**src/rtl/phase_timer_sequencer.sv**
```systemverilog
// phase_timer_sequencer: two-approach intersection phase controller.
// Six phases (A green, A yellow, all-red, B green, B yellow, all-red) share
// one down-counter. A green may be extended while its own approach keeps
// demanding, and it rests at timer==0 while the other approach has no request.
// Optional macro SENSE_SYNC_EN: when defined, sense_a/sense_b pass through
// 2-flop synchronizers before request latching and extension checks.
module phase_timer_sequencer #(
  parameter int CNT_W    = 8,
  parameter int GREEN_T  = 20,
  parameter int YELLOW_T = 4,
  parameter int ALLRED_T = 2,
  parameter int EXT_T    = 5,
  parameter int MAX_EXT  = 3
) (
  input  logic             clock,
  input  logic             reset,
  input  logic             clr,
  input  logic             hold,
  input  logic             sense_a,
  input  logic             sense_b,
  output logic [2:0]       lamp_a,
  output logic [2:0]       lamp_b,
  output logic [2:0]       phase,
  output logic [CNT_W-1:0] timer,
  output logic [1:0]       ext_cnt
);

  localparam logic [2:0] A_GRN  = 3'd0;
  localparam logic [2:0] A_YEL  = 3'd1;
  localparam logic [2:0] RED_AB = 3'd2;
  localparam logic [2:0] B_GRN  = 3'd3;
  localparam logic [2:0] B_YEL  = 3'd4;
  localparam logic [2:0] RED_BA = 3'd5;

  localparam logic [CNT_W-1:0] GREEN_LD  = CNT_W'(GREEN_T - 1);
  localparam logic [CNT_W-1:0] YELLOW_LD = CNT_W'(YELLOW_T - 1);
  localparam logic [CNT_W-1:0] ALLRED_LD = CNT_W'(ALLRED_T - 1);
  localparam logic [CNT_W-1:0] EXT_LD    = CNT_W'(EXT_T - 1);
  localparam logic [CNT_W-1:0] ONE       = CNT_W'(1);
  localparam logic [1:0]       EXT_MAX   = 2'(MAX_EXT);

  localparam logic [2:0] L_RED = 3'b100;
  localparam logic [2:0] L_YEL = 3'b010;
  localparam logic [2:0] L_GRN = 3'b001;

  logic [2:0]       phase_q, phase_d;
  logic [CNT_W-1:0] timer_q, timer_d;
  logic [1:0]       ext_q, ext_d;
  logic             req_a_q, req_a_d, req_b_q, req_b_d;
  logic [2:0]       lamp_a_q, lamp_a_d, lamp_b_q, lamp_b_d;
  logic             sa, sb;

`ifdef SENSE_SYNC_EN
  logic [1:0] sync_a_q, sync_b_q;

  // Two-flop synchronizers on the raw sensor inputs
  always_ff @(posedge clock or posedge reset) begin
    if (reset) begin
      sync_a_q <= '0;
      sync_b_q <= '0;
    end else if (clr) begin
      sync_a_q <= '0;
      sync_b_q <= '0;
    end else begin
      sync_a_q <= {sync_a_q[0], sense_a};
      sync_b_q <= {sync_b_q[0], sense_b};
    end
  end

  assign sa = sync_a_q[1];
  assign sb = sync_b_q[1];
`else
  assign sa = sense_a;
  assign sb = sense_b;
`endif

  // Next phase/timer/extension count, request latches and lamp decode
  always_comb begin
    phase_d = phase_q;
    timer_d = timer_q;
    ext_d   = ext_q;
    if (phase_q > RED_BA) begin
      // Illegal encoding: recover to the all-red clearance before A
      phase_d = RED_BA;
      timer_d = ALLRED_LD;
      ext_d   = 2'd0;
    end else if (!hold) begin
      if (timer_q != '0) begin
        timer_d = timer_q - ONE;
      end else begin
        case (phase_q)
          A_GRN: begin
            if (req_b_q && sa && ext_q < EXT_MAX) begin
              timer_d = EXT_LD;
              ext_d   = ext_q + 2'd1;
            end else if (req_b_q) begin
              phase_d = A_YEL;
              timer_d = YELLOW_LD;
            end
          end
          A_YEL:  begin phase_d = RED_AB; timer_d = ALLRED_LD; end
          RED_AB: begin phase_d = B_GRN;  timer_d = GREEN_LD; ext_d = 2'd0; end
          B_GRN: begin
            if (req_a_q && sb && ext_q < EXT_MAX) begin
              timer_d = EXT_LD;
              ext_d   = ext_q + 2'd1;
            end else if (req_a_q) begin
              phase_d = B_YEL;
              timer_d = YELLOW_LD;
            end
          end
          B_YEL:  begin phase_d = RED_BA; timer_d = ALLRED_LD; end
          default: begin phase_d = A_GRN; timer_d = GREEN_LD; ext_d = 2'd0; end
        endcase
      end
    end

    // Demand latches set while that approach is not green; green entry clears
    req_a_d = req_a_q | (sa && phase_q != A_GRN);
    req_b_d = req_b_q | (sb && phase_q != B_GRN);
    if (phase_d == A_GRN && phase_q != A_GRN) req_a_d = 1'b0;
    if (phase_d == B_GRN && phase_q != B_GRN) req_b_d = 1'b0;

    // Lamps follow the next phase so they switch on the same edge as phase
    lamp_a_d = L_RED;
    lamp_b_d = L_RED;
    case (phase_d)
      A_GRN: lamp_a_d = L_GRN;
      A_YEL: lamp_a_d = L_YEL;
      B_GRN: lamp_b_d = L_GRN;
      B_YEL: lamp_b_d = L_YEL;
      default: ;
    endcase
  end

  // State registers; reset and clear both park in the clearance before A
  always_ff @(posedge clock or posedge reset) begin
    if (reset) begin
      phase_q  <= RED_BA;
      timer_q  <= ALLRED_LD;
      ext_q    <= 2'd0;
      req_a_q  <= 1'b0;
      req_b_q  <= 1'b0;
      lamp_a_q <= L_RED;
      lamp_b_q <= L_RED;
    end else if (clr) begin
      phase_q  <= RED_BA;
      timer_q  <= ALLRED_LD;
      ext_q    <= 2'd0;
      req_a_q  <= 1'b0;
      req_b_q  <= 1'b0;
      lamp_a_q <= L_RED;
      lamp_b_q <= L_RED;
    end else begin
      phase_q  <= phase_d;
      timer_q  <= timer_d;
      ext_q    <= ext_d;
      req_a_q  <= req_a_d;
      req_b_q  <= req_b_d;
      lamp_a_q <= lamp_a_d;
      lamp_b_q <= lamp_b_d;
    end
  end

  assign phase   = phase_q;
  assign timer   = timer_q;
  assign ext_cnt = ext_q;
  assign lamp_a  = lamp_a_q;
  assign lamp_b  = lamp_b_q;

endmodule

```
**config.mk**
```make
export PLATFORM = sky130hd
export DESIGN_NAME = phase_timer_sequencer
export DESIGN_NICKNAME = d
export VERILOG_FILES = /design/src/rtl/phase_timer_sequencer.sv
export SDC_FILE = /design/constraint.sdc
export NUM_CORES = 1
export LEC_CHECK = 0
export ABC_CLOCK_PERIOD_IN_PS = 2200
export BUFFER_PORTS_ARGS = -buffer_cell sky130_fd_sc_hd__clkbuf_2
export CAP_MARGIN = 20
export CORE_ASPECT_RATIO = 1.1
export CORE_UTILIZATION = 35
export CTS_CLUSTER_DIAMETER = 30
export CTS_CLUSTER_SIZE = 20
export DETAILED_ROUTE_END_ITERATION = 10
export SLEW_MARGIN = 10
export SYNTH_ARGS = -nofsm -noshare
export SYNTH_HDL_FRONTEND = slang
export SYNTH_SLANG_ARGS = --single-unit
```
**constraint.sdc**
```tcl
create_clock -name clock -period 2.2 [get_ports clock]
set_clock_uncertainty 0.05 [all_clocks]
set_input_delay 0.44 -clock clock [delete_from_list [all_inputs] [get_ports clock]]
set_output_delay 0.44 -clock clock [all_outputs]
set_load 0.01 [all_outputs]
```
==> results of run 1 <==
[cells in the mapped netlist, drive strengths merged, types with 3 or more instances]
cell and instances:
nor2b 3, o21ai 3, dfrtp 16, nor3 6
mux2i 5, a31oi 3, a21oi 10, clkbuf 3
nand2 16, dfstp 5, inv 11, nor2 12
[logic make-up after synthesis]
family          after synthesis  share of synthesized area (%)
simple gates                 54                           23.3
compound gates               35                           20.7
mux                           5                           4.07
fa+ha+maj                     2                           2.04
flops                        21                           43.3
buf+inv                      17                           5.91
xor+xnor                      1                          0.713
[worst max-delay path, delay by kind of cell (launching register included)]
family / cells / cell delay, ns
AO/OA/AOI/OAI: 3 / 0.66
buffers and inverters: 2 / 0.23
adder cells (fa/ha/maj): 1 / 0.14
flip-flops: 1 / 0.41
AND/OR/NAND/NOR: 2 / 0.68
[per-stage QoR]
step                      utilization [%]  cell area, sq um  TNS (ns)
after floorplan                         -              1240   -0.0205
after global placement               44.7              1490         0
after detailed placement             44.7              1490         0
after CTS                            45.5              1520   -0.0223
after global routing                 48.2              1610    -0.265
final                                48.2              1610   -0.0288
[metal layers]
metal  wire, um  up-vias  global-route usage (%)  share of wire [%]
li1           -      561                       -                  -
met1       1340      539                    23.4                 44
met2       1560       24                    29.0                 51
met3        117        4                    2.83                3.9
met4         19        0                    5.95               0.63
met5          0        -                       0                  0
[registers in the layout (all words and copies together) (netlist names)]
name,cells
req_a_q,1
lamp_b,3
timer,8
phase,3
req_b_q,1
ext_cnt,2
lamp_a,3
[final cells by class]
| type | count | area, sq um |
|---|---|---|
| timing repair buffer | 40 | 270 |
| clock buffer | 3 | 22.5 |
| clock inverter | 1 | 5.00 |
| tap | 48 | 60.1 |
| inverter | 11 | 41.3 |
| fill | 331 | 1720 |
| multi-input combinational | 97 | 676 |
| sequential | 21 | 532 |
[power groups by stage]
stage | Combinational [uW] | Clock [uW] | Sequential (uW)
final | 280 | 191 | 448
after global routing | 310 | 220 | 454
after CTS | 255 | 200 | 447
after detailed placement | 254 | 0 | 454
after global placement | 249 | 0 | 453
after floorplan | 155 | 0 | 454
[worst min-delay path by stage]
| stage | from | end | slack (ns) |
|---|---|---|---|
| after detailed placement | ext_cnt[1] | ext_cnt[1] | 0.49 |
| final | reset | timer[7] | 0.19 |
| after global placement | ext_cnt[1] | ext_cnt[1] | 0.49 |
| after floorplan | reset | ext_cnt[0] | 0.36 |
| after CTS | reset | timer[7] | 0.21 |
| after global routing | reset | timer[7] | 0.24 |
[repair_timing]
action	in CTS	in global routing
gates resized for setup	0	6
endpoints found under the setup margin	1	9
gates cloned	0	1
setup buffers	0	4
==> out/metrics.csv, run 1 <==
metric,value,unit
main area contributors after synthesis,"dfrtp_1 33%, dfstp_2 11%, nand2_1 4.9%",
vias in the first global route,1165,
"commonest non-fill, non-tap cell in the layout",clkbuf_2,
RSZ-0062 raised after global routing,yes,
final-report hold violation count,0,
worst-path cell chain,"inv_2, ha_4, or4b_4, nor3_4, buf_12, a21oi_2, a311o_1, a211o_1",
die height,64.1,um
Final Cycle Share,101,%
share of the synthesized area in the top cell type,32.6,%
failing checks,negative setup slack,
CP endpoint,lamp_b[2],
largest net degree at the start of global routing,22,
Final Critical Period,2.23,ns
Critical-path top delay cell,or4b_4,
clock-pin slew on the worst setup and hold paths,0.12,ns
internal power,621,uW
measured slew at the worst slew-check pin,0.799,ns
I/O pin count,25,
Synth Flop Type,dfrtp_1,
"area leader, netlist",dfrtp_1,
CP Capture Type,register,
yosys warns,0,
CTS Sinks,21,
Syn Nets,143,
Worst path max stage delay,0.49,ns
worst setup path category,reg -> reg,
final setup fails,1,
die area,3750,sq um
synthesized flop and latch total,21,
Clock power frac,20.8,%
r2r startpoint,timer[1],
Worst setup SP type,register,
Leak Pwr,0.000738,uW
Worst Slack Setup Final,-0.0288,ns
initial core utilization,36.9,%
CTS tree,built,
H-tree levels,1,
combinational group share of total power,30.4,%
first-pass GRT wire length,5.10,mm
DR DRC count,0,
Post-synth EDFFs,0,
DR iter-0 viols,25,
Peak Freq,449,MHz
Critical path origin,timer[1],
Vias/cell,5.10,
area grow syn2layout,30.8,%
WL per Instance,13.7,um
"leading cell types in the layout, fill and taps excluded","24 x clkbuf_2, 16 x nand2_1, 16 x dfrtp_1",
reg2reg end,lamp_b[2],
share of cells above drive strength 1,36.4,%
Tot GR Track Use,17.6,%
CP required,2.40,ns
Rows,22,
CTS Buffer Depth,2,
die width,58.5,um
Critical Path AT,2.43,ns
ant diodes,0,
placer congestion estimate,0.845,
Hold Buf Count CTS,0,
Slew headroom,46.7,%
clk_lat worst skew,0.31,ns
Worst Reg-to-Reg Cells,8,
max-cap violation count,0,
post-place setup slack,0.00293,ns
core region area,3330,sq um
Synth async-reset ratio,100,%
DR pass1 iterations,4,
Detailed Route WL,3.03,mm
DRT antenna net count,0,
Final Slew Violations,0,
sequential-to-total area share from yosys stat,43.3,%
CTS Buf Count,3,
fin nets,182,
CTS Root Cell,clkbuf_4,
worst hold slack,0.190,ns
pwr/cell area,572,nW/um^2
antenna violations before repair,0,
Gate Count Post-Synth,135,
crit path max fanout,5,
status,"finished, violations left",
synth unique cells,43,
Peak supply drop,0.285,mV
Flop pwr share,48.8,%
"Avg Cell Area, Syn",9.10,sq um
hpwl dp,2.19,mm
net switching fraction of the power,32.4,%
final total power,918,uW
Inst Count DP,212,
port bufs,24,
Post-Syn Area,1230,sq um
Sw Pwr,298,uW
Hold WC Path Type,in -> async,
Reg2Reg Setup Slack,-0.03,ns
fin cells,221,
DR vias,1128,
global route overflow,0,
Power figures use the tool's default switching activity.
==> inputs of run 2 (changes only) <==
- CORE_UTILIZATION: 35 -> 48
- PLACE_DENSITY: unset -> 0.74
==> run 2 against run 1 <==
  * The flow now finishes without violations
  * Critical path depth unchanged
  * Die area is 26% lower
  * Combinational power fell by 3%
  * Setup slack gained 0.043 ns
  * Maximum frequency rose by 2.0%
  * Clock power is 5% lower
  * Worst hold slack better by 0.0075 ns
  * Sequential cell count unchanged
  * Largest cell class unchanged
  * Largest power group unchanged
==> out/metrics.csv, run 2 (synthesis gave the netlist of run 1 again) <==
metric,value,unit
worst setup path category,reg -> reg,
measured slew at the worst slew-check pin,0.791,ns
DR DRC count,0,
WL per Instance,14.4,um
final setup fails,0,
crit-path leading delay family,compound AO/OA/AOI/OAI gates,
post-route design area,1560,sq um
CP required,2.40,ns
Worst path max stage delay,0.48,ns
CP Capture Type,register,
ant diodes,0,
share of cells above drive strength 1,37.8,%
net switching fraction of the power,31.7,%
Final Critical Period,2.19,ns
CP Depth,8,
"leading cell types in the layout, fill and taps excluded","24 x clkbuf_2, 16 x nand2_1, 16 x dfrtp_1",
area grow syn2layout,27.3,%
global route overflow,0,
Final Slew Violations,0,
Worst Reg-to-Reg Cells,8,
Rows,18,
DR iter-0 viols,14,
GR met2 Demand/Resource,45.3,%
largest net degree at the start of global routing,22,
Hold WC Path Type,in -> async,
final-report hold violation count,0,
DR pass1 iterations,4,
worst-path cell chain,"inv_2, ha_4, or4b_4, nor3_4, buf_12, a21oi_2, a311o_1, a211o_1",
I/O pin count,25,
Critical-path top delay cell,or4b_4,
DRT antenna net count,0,
Leak Pwr,0.000726,uW
Worst setup SP type,register,
Final Cycle Share,99.4,%
H-tree levels,1,
Flop pwr share,49.5,%
worst hold slack,0.197,ns
Detailed Route WL,2.91,mm
max-cap violation count,0,
Peak Freq,457,MHz
RSZ-0062 raised after global routing,yes,
placer congestion estimate,0.849,
CTS Buffer Depth,2,
busiest grt layer,met2,
fin nets,181,
placed instance area,1450,sq um
pwr/cell area,574,nW/um^2
CTS Buf Count,3,
die area,2770,sq um
CTS tree,built,
core region area,2340,sq um
vias in the first global route,1092,
clock-pin slew on the worst setup and hold paths,0.11,ns
internal power,613,uW
Critical Path AT,2.38,ns
initial core utilization,52.5,%
crit path max fanout,8,
Tot GR Track Use,24.1,%
first-pass GRT wire length,4.91,mm
combinational group share of total power,30.3,%
FILL cells,216,
Slew headroom,47.2,%
CTS Sinks,21,
die height,55.1,um
CTS Root Cell,clkbuf_4,
status,completed,
Vias/cell,5.65,
die width,50.2,um
grt met1 use,28.4,%
Buf/Inv on CP,2,
clk_lat worst skew,0.30,ns
Clock power frac,20.2,%
max FFs per register,8,
port bufs,24,
Peak supply drop,0.492,mV
antenna violations before repair,0,
hpwl dp,2.13,mm
M3 GR Usage,2.46,%
"commonest non-fill, non-tap cell in the layout",clkbuf_2,
Sw Pwr,285,uW
DR vias,1141,
==> run 2: power groups by stage <==
stage | logic [uW] | clock network (uW) | registers (uW)
6_report | 272 | 181 | 444
2_1_floorplan | 155 | 0 | 454
3_5_place_dp | 248 | 0 | 450
3_3_place_gp | 242 | 0 | 449
4_1_cts | 266 | 188 | 444
5_1_grt | 300 | 204 | 447
==> run 2: cell type report <==
type,count,area [sq um],area share [%]
Sequential cell,21,532,34.0
Clock buffer,4,26.3,1.68
Inverter,11,41.3,2.64
Multi-Input combinational cell,97,682,43.6
Timing Repair Buffer,39,245,15.7
Tap cell,30,37.5,2.40
==> run 2: through the flow <==
step	util (%)	TNS [ns]	setup WS [ns]	std cells	power (uW)
floorplan	-	-0.0205	-0.0205	135	609
global placement	62.1	-0.0351	-0.0206	194	691
detailed placement	62.1	-0.386	-0.0978	194	697
CTS	65.8	-0.0180	-0.0180	202	898
global route	66.8	-0.135	-0.0726	202	951
finish	66.8	0	0.0142	202	898
==> run 2: final timing paths <==
path | start | end | slack, ns
min in group clock | clr | phase[1] | 0.38
min | reset | timer[4] | 0.20
min reg2reg | ext_cnt[1] | ext_cnt[1] | 0.52
max in group asynchronous | reset | ext_cnt[0] | 1.40
max reg2reg | timer[1] | lamp_b[2] | 0.01
max | timer[1] | lamp_b[2] | 0.01
==> run 2: metal layers <==
| layer | vias up | wire [um] | part of all wire [%] |
|---|---|---|---|
| met1 | 556 | 1300 | 45 |
| met4 | 0 | 38 | 1.3 |
| met5 | - | 0 | 0 |
| li1 | 559 | - | - |
| met2 | 22 | 1490 | 51 |
| met3 | 4 | 76 | 2.6 |
==> run 2: what timing repair did <==
action | CTS | global route
resized for setup | 4 | 5
hold buffers | 0 | 0
setup endpoints to repair | 5 | 10
pin swaps | 2 | 1
setup buffers | 4 | 0
